File: src/rtl/hazard_ctrl_pkg.sv
// Shared pipeline definitions for the hazard controller: state encoding,
// default memory timeout, output bundle and the load-use detector.
package hazard_ctrl_pkg;

  localparam logic [1:0] ST_RUN      = 2'd0;
  localparam logic [1:0] ST_REDIRECT = 2'd1;
  localparam logic [1:0] ST_MEMWAIT  = 2'd2;

  localparam int MEM_TIMEOUT_DEFAULT = 15;

  typedef struct packed {
    logic pc_write;
    logic ifid_write;
    logic ifid_flush;
    logic idex_flush;
    logic exmem_hold;
  } hz_ctrl_t;

  // A load that writes a non-zero register read by the following instruction.
  function automatic logic load_use(
    input logic       memtoreg,
    input logic       regwr,
    input logic [4:0] idex_rt,
    input logic [4:0] ifid_rs,
    input logic [4:0] ifid_rt,
    input logic       uses_rt
  );
    logic hit;
    hit = (idex_rt == ifid_rs) || (uses_rt && (idex_rt == ifid_rt));
    return memtoreg && regwr && (idex_rt != 5'd0) && hit;
  endfunction

endpackage

File: src/rtl/sat_counter16.sv
// 16-bit counter that advances on enable, sticks at all-ones and clears
// synchronously; clear wins over enable. Updates on the falling clock edge.
module sat_counter16 (
  input  logic        clk_i,
  input  logic        clr_i,
  input  logic        en_i,
  output logic [15:0] cnt_o
);

  logic [15:0] cnt_q;
  logic [15:0] cnt_d;

  always_comb begin
    cnt_d = cnt_q;
    if (clr_i) begin
      cnt_d = 16'h0000;
    end else if (en_i && (cnt_q != 16'hFFFF)) begin
      cnt_d = cnt_q + 16'd1;
    end
  end

  always_ff @(negedge clk_i) begin
    cnt_q <= cnt_d;
  end

  assign cnt_o = cnt_q;

endmodule

File: src/rtl/hazard_ctrl.sv
// Pipeline hazard controller: load-use stalls, branch/jump redirect flushes,
// data-memory freeze with sticky timeout, and stall/flush performance counters.
module hazard_ctrl
  import hazard_ctrl_pkg::*;
#(
  parameter int MEM_TIMEOUT = MEM_TIMEOUT_DEFAULT
) (
  input  logic        clk,
  input  logic        Reset,
  input  logic [4:0]  IfId_Rs,
  input  logic [4:0]  IfId_Rt,
  input  logic        IfId_UsesRt,
  input  logic [4:0]  IdEx_Rt,
  input  logic        IdEx_MemtoReg,
  input  logic        IdEx_RegWr,
  input  logic        IdEx_Jump,
  input  logic        Ex_BranchTaken,
  input  logic        Mem_Busy,
  output logic        PC_Write,
  output logic        IfId_Write,
  output logic        IfId_Flush,
  output logic        IdEx_Flush,
  output logic        ExMem_Hold,
  output logic        Mem_Timeout,
  output logic [15:0] Stall_Cnt,
  output logic [15:0] Flush_Cnt,
  output logic [1:0]  Dbg_State
);

  logic [1:0] state_q, state_d;
  logic [3:0] busy_q, busy_d;
  logic       timeout_q, timeout_d;
  hz_ctrl_t   ctrl;
  logic       lu;
  logic       rd;
  logic       redirect_enter;
  logic       mem_wait_busy;
  logic       busy_hit;

  assign lu = load_use(IdEx_MemtoReg, IdEx_RegWr, IdEx_Rt, IfId_Rs, IfId_Rt, IfId_UsesRt);
  assign rd = Ex_BranchTaken | IdEx_Jump;

  // Priority Reset > Mem_Busy > state-specific decode. The cycle that leaves
  // MEMWAIT decodes exactly like RUN so a held RD or LU is acted on at once.
  always_comb begin
    ctrl           = '0;
    state_d        = state_q;
    redirect_enter = 1'b0;
    if (Reset) begin
      ctrl.ifid_flush = 1'b1;
      ctrl.idex_flush = 1'b1;
      state_d         = ST_RUN;
    end else if (Mem_Busy) begin
      ctrl.exmem_hold = 1'b1;
      state_d         = ST_MEMWAIT;
    end else if (state_q == ST_REDIRECT) begin
      ctrl.pc_write   = 1'b1;
      ctrl.ifid_write = 1'b1;
      ctrl.ifid_flush = 1'b1;
      state_d         = rd ? ST_REDIRECT : ST_RUN;
    end else begin
      state_d = ST_RUN;
      if (rd) begin
        ctrl.pc_write   = 1'b1;
        ctrl.ifid_write = 1'b1;
        ctrl.ifid_flush = 1'b1;
        ctrl.idex_flush = 1'b1;
        state_d         = ST_REDIRECT;
        redirect_enter  = 1'b1;
      end else if (lu) begin
        ctrl.idex_flush = 1'b1;
      end else begin
        ctrl.pc_write   = 1'b1;
        ctrl.ifid_write = 1'b1;
      end
    end
  end

  // Busy count tracks consecutive MEMWAIT cycles that are still busy; the
  // timeout trips on the cycle that would make it reach MEM_TIMEOUT.
  assign mem_wait_busy = (state_q == ST_MEMWAIT) && Mem_Busy;
  assign busy_hit      = (int'(busy_q) + 1) >= MEM_TIMEOUT;

  always_comb begin
    busy_d    = 4'd0;
    timeout_d = timeout_q;
    if (Reset) begin
      timeout_d = 1'b0;
    end else if (mem_wait_busy) begin
      busy_d = (busy_q == 4'hF) ? busy_q : busy_q + 4'd1;
      if (busy_hit) begin
        timeout_d = 1'b1;
      end
    end
  end

  always_ff @(negedge clk) begin
    if (Reset) begin
      state_q   <= ST_RUN;
      busy_q    <= 4'd0;
      timeout_q <= 1'b0;
    end else begin
      state_q   <= state_d;
      busy_q    <= busy_d;
      timeout_q <= timeout_d;
    end
  end

  sat_counter16 u_stall_cnt (
    .clk_i (clk),
    .clr_i (Reset),
    .en_i  (~ctrl.pc_write),
    .cnt_o (Stall_Cnt)
  );

  sat_counter16 u_flush_cnt (
    .clk_i (clk),
    .clr_i (Reset),
    .en_i  (redirect_enter),
    .cnt_o (Flush_Cnt)
  );

  assign PC_Write    = ctrl.pc_write;
  assign IfId_Write  = ctrl.ifid_write;
  assign IfId_Flush  = ctrl.ifid_flush;
  assign IdEx_Flush  = ctrl.idex_flush;
  assign ExMem_Hold  = ctrl.exmem_hold;
  assign Mem_Timeout = timeout_q;
  assign Dbg_State   = state_q;

endmodule
File: config.mk
export PLATFORM = sky130hd
export DESIGN_NAME = hazard_ctrl
export DESIGN_NICKNAME = d
export VERILOG_FILES = /design/src/rtl/hazard_ctrl_pkg.sv /design/src/rtl/sat_counter16.sv /design/src/rtl/hazard_ctrl.sv
export SDC_FILE = /design/constraint.sdc
export NUM_CORES = 1
export LEC_CHECK = 0
export BUFFER_PORTS_ARGS = -buffer_cell sky130_fd_sc_hd__buf_2
export CAP_MARGIN = 5
export CORE_ASPECT_RATIO = 1.1
export CORE_UTILIZATION = 55
export DETAILED_ROUTE_END_ITERATION = 8
export PLACE_DENSITY = 0.84
export SKIP_CTS_REPAIR_TIMING = 1
export SYNTH_ARGS = -nofsm -noshare
export SYNTH_HDL_FRONTEND = slang
export SYNTH_SLANG_ARGS = --single-unit
File: constraint.sdc
create_clock -name clk -period 4.4 [get_ports clk]
set_input_delay 1.1 -clock clk [delete_from_list [all_inputs] [get_ports clk]]
set_output_delay 1.1 -clock clk [all_outputs]
set_load 0.005 [all_outputs]
# ---- After elaboration in Yosys (flattened, before gate mapping)
# Cells that the tools add are included.
dict set report totals {
  reg_bits 39
}
dict set report classes {
  n_addsub 4
  n_lt_le_gt_ge 1
  eq_ne 7
  n_mux 17
  bitwise_logic 3
  reduce_logical 12
}
# operator n
set op_table {}
lappend op_table {{16-bit by 1-bit adder with 16-bit output, second input constant} 2}
lappend op_table {{16-bit != test, second input constant} 2}
lappend op_table {{5-bit equality test} 2}
lappend op_table {{1-bit 2-to-1 mux} 10}
lappend op_table {{2-bit 2-to-1 mux} 5}
lappend op_table {{1-bit logical AND} 7}
lappend op_table {{4-bit by 1-bit adder with 5-bit output, second input constant} 1}
lappend op_table {{5-bit by 4-bit >= comparator with 1-bit output, second input constant} 1}
lappend op_table {{5-bit nonzero test} 1}
lappend op_table {{4-bit by 1-bit adder with 4-bit output, second input constant} 1}
lappend op_table {{4-bit equality test, second input constant} 1}
lappend op_table {{4-bit 2-to-1 mux} 1}
lappend op_table {{2-bit OR reduction} 2}
lappend op_table {{3-bit 2-to-1 mux} 1}
lappend op_table {{2-bit by 1-bit equality test with 1-bit output, second input constant} 1}
lappend op_table {{2-bit equality test, second input constant} 1}
lappend op_table {{1-bit inverter} 2}
lappend op_table {{2-bit AND reduction} 1}
lappend op_table {{1-bit logical OR} 1}
lappend op_table {{1-bit OR} 1}

# ---- Depth between registers and ports, before layout
dict set report depth {
  ltp_word 11
  mapped_depth 9
  ltp_nobuf 7
}

# ---- Cells and area by module
# From an unflattened synthesis, not the netlist that was laid out.
dict set report unflattened {
  hier_cells 260
  area_unflattened_um2 2142.1
}
# module n_inst cells_each area_each_um2 seq_area_each_um2
set by_module_without_submodules {}
lappend by_module_without_submodules {sat_counter16 2 97 802.0 320.3}
lappend by_module_without_submodules {hazard_ctrl 1 66 538.0 140.1}

==> results by group <==
Drt
  – DRT iter0 DRCs: around 280
  – Avg WL per Cell: 14.2 µm
  – Vias: 2283
  – DRC: 0
  – ANT nets after route: 0
  – DRT Wirelength: 5820 µm
  – Drt first pass iters: 5
  – DR vias/cell: 5.57

Place
  – Pre-CTS setup slack: -0.941 ns
  – GPL Wtd Cong: 0.904
  – PortBufs: 62
  – Post-DP HPWL: 3380 µm
  – Inst Count DP: 360
  – Cell Area, Placed: 0.00258 mm²

STA
  – Max-slew violations: 0
  – Setup WS post-layout: -0.451 ns
  – Final setup fails: 20
  – Worst slew pin tran: 0.897 ns
  – Unrepaired setup endpoints after global routing: true
  – Fin. Hold Viols: 0
  – Fin Setup TNS: -6.84 ns
  – Slew HR: between 40% and 50%
  – Clk_skew: 0.0291 ns

Setup path
  – R2R setup slack: 1.89 ns
  – Critical path type: reg -> out
  – CP startpoint kind: register
  – CP arrival: about 3.8 ns
  – CP Max Fanout: 7
  – Worst Path Required: approximately 3.3 ns
  – Critical path capture point type: output pin

Layout
  – Multi-input logic area: 0.00141 mm²
  – Finished Layout Cells: 410
  – NumNets Final: 388
  – Synth-to-Final Area Change: 45.1%
  – Fill count: slightly below 200
  – Share of cells above drive strength 1: 36.7%
  – Final Instance Area: 0.00299 mm²
  – Ant. Diodes: 0
  – Sequential cell area: between 700 and 800 µm²

CTS
  – H-tree lvl count: 2
  – Max Buffers Root-to-Sink: 2
  – CTS Sinks: 39
  – Clk Latency, worst-skew pair: 0.43 ns
  – CTS root buf: clkbuf_4
  – CTS tree: yes
  – TritonCTS buffer count: 5
  – Clk pin slew, worst setup/hold paths: 0.05 ns

GRT
  – Largest net degree at the start of global routing: 39
  – Antenna violations before repair: 0
  – Gr ovfl total: 0
  – First-pass GRT wire length: 8250 µm
  – Overall routing resource usage: 26.9%
  – Vias in the first global route: 2106

Run
  – Maxcap violations: 0

Floorplan
  – Die area: 0.00400 mm²
  – Top Ports: 63
  – Core area: 0.00347 mm²
  – Initial Utilization: 59.5%
  – Die span in y: 66.2 µm
  – Site Rows: 22
  – Die X: 60.4 µm

Logic synthesis
  – Post-synth top flop: dfxtp_1
  – Synth Area per Inst: 8.42 µm²
  – Async set-reset flop share out of synthesis: 0%
  – Sequential cell area fraction in the yosys report: 37.8%
  – Gate Count Post-Synth: 245
  – Synthesized cell area: 0.00206 mm²
  – Area leader, netlist: dfxtp_1
  – Syn nets: 272
  – Warnings, synthesis: 0
  – FF+latch count, synth: 39
  – Cell variety after synth: 40
  – Area contributors post-synth: dfxtp_1 38%, xor2_1 7.6%, nor2_1 5.8%, nand3_1 4.1%, a21oi_1 3.4%
  – Yosys top cell area share: 37.8%
  – EDFF count, synth: 0

Outcome
  – Status: finished, violations left
  – Violated checks: setup timing

Min path
  – Hold Crit Class: reg -> reg

Pwr
  – Power Density: 282 mW/mm²
  – IR drop worst, VDD: 0.277 mV
  – Leakage: about 1.4 nW
  – Final Power: 0.843 mW
-- where the power goes --
part           switching [mW]  internal, mW
Combinational          0.0454        0.0415
Sequential            0.00568         0.359
Clock                   0.229         0.162
Total                   0.280         0.562
-- worst max-delay path: stages, from the launching register on --
cell      delay, ns
dfxtp_2        0.32
nand2b_4       0.13
nand2_2        0.06
o31ai_4        0.26
buf_6          0.18
inv_8          0.05
buf_2          0.12
-- through the flow --
stage / hold WS, ns / util, %
floorplan: 0.447 / -
detailed placement: 0.443 / 74.4
global placement: 0.445 / 74.4
global route: 0.508 / 86.3
finish: 0.471 / 86.3
CTS: 0.468 / 80.6
-- registers in the layout, summed over array words and instances, names as in the netlist --
register	flops
u_stall_cnt.cnt_o	16
Dbg_State	2
busy_q	4
u_flush_cnt.cnt_o	16
Mem_Timeout	1
-- worst paths after layout --
check                  startpoint                    end  depth (start not counted)
min reg2reg           Mem_Timeout            Mem_Timeout                          2
max                  Dbg_State[1]             IfId_Write                          6
min                   Mem_Timeout            Mem_Timeout                          2
max reg2reg  u_stall_cnt.cnt_o[1]  u_stall_cnt.cnt_o[10]                          6
-- cells by family (layout without fill, tap and decap cells) --
logic type / after synthesis / in the layout / share of synthesized area (%)
buf+inv: 16 / 133 / 3.52
flops: 39 / 39 / 37.8
simple gates: 117 / 117 / 30.0
mux: 6 / 6 / 3.27
fa+ha+maj: 4 / 4 / 2.43
xor+xnor: 25 / 25 / 10.6
compound gates: 38 / 38 / 12.4
-- metal layers --
layer	GRT usage, %	wire, µm	vias up
met3	10.6	310	15
met4	15.1	121	0
met2	44.8	2990	98
met1	28.3	2390	1058
met5	0	0	-
li1	-	-	1112
-- layout make-up --
class | instances | share of cell area (%)
flip-flops and latches | 39 | 26.2
repair buffers | 80 | 16.1
inverters | 4 | 0.753
repair inverters | 2 | 0.585
clock buffers | 5 | 1.25
clock inverters | 42 | 6.15
multi-input cells | 190 | 47.0
well taps | 48 | 2.01
-- synthesized netlist by cell type, types with 2 or more instances --
library cell and instances:
o31ai_1 7, nor2b_1 6, nand3_1 17, nand3b_1 2, mux2_1 4, nor3_1 7
clkbuf_1 8, and4_1 4, a211oi_1 2, nor4_1 3, a21oi_1 14, dfxtp_1 39
a31o_2 2, nor2_1 32, o21ai_0 7, or4_1 9, inv_1 4, xor2_1 18
or2_2 2, and3_1 6, xnor2_1 7, nand4_1 5, nand2_1 17, mux2_2 2
or3_1 3, ha_1 4
-- placed cells by master, fill, tap and decap left out, types with 8 or more instances in the layout --
master,netlist,final
dfxtp_1,39,37
a21oi_1,14,8
inv_1,4,44
xor2_1,18,16
buf_4,1,15
nand3_1,17,16
nand2_1,17,15
buf_2,1,58
nor2_1,32,31
Power figures use the tool's default switching activity.
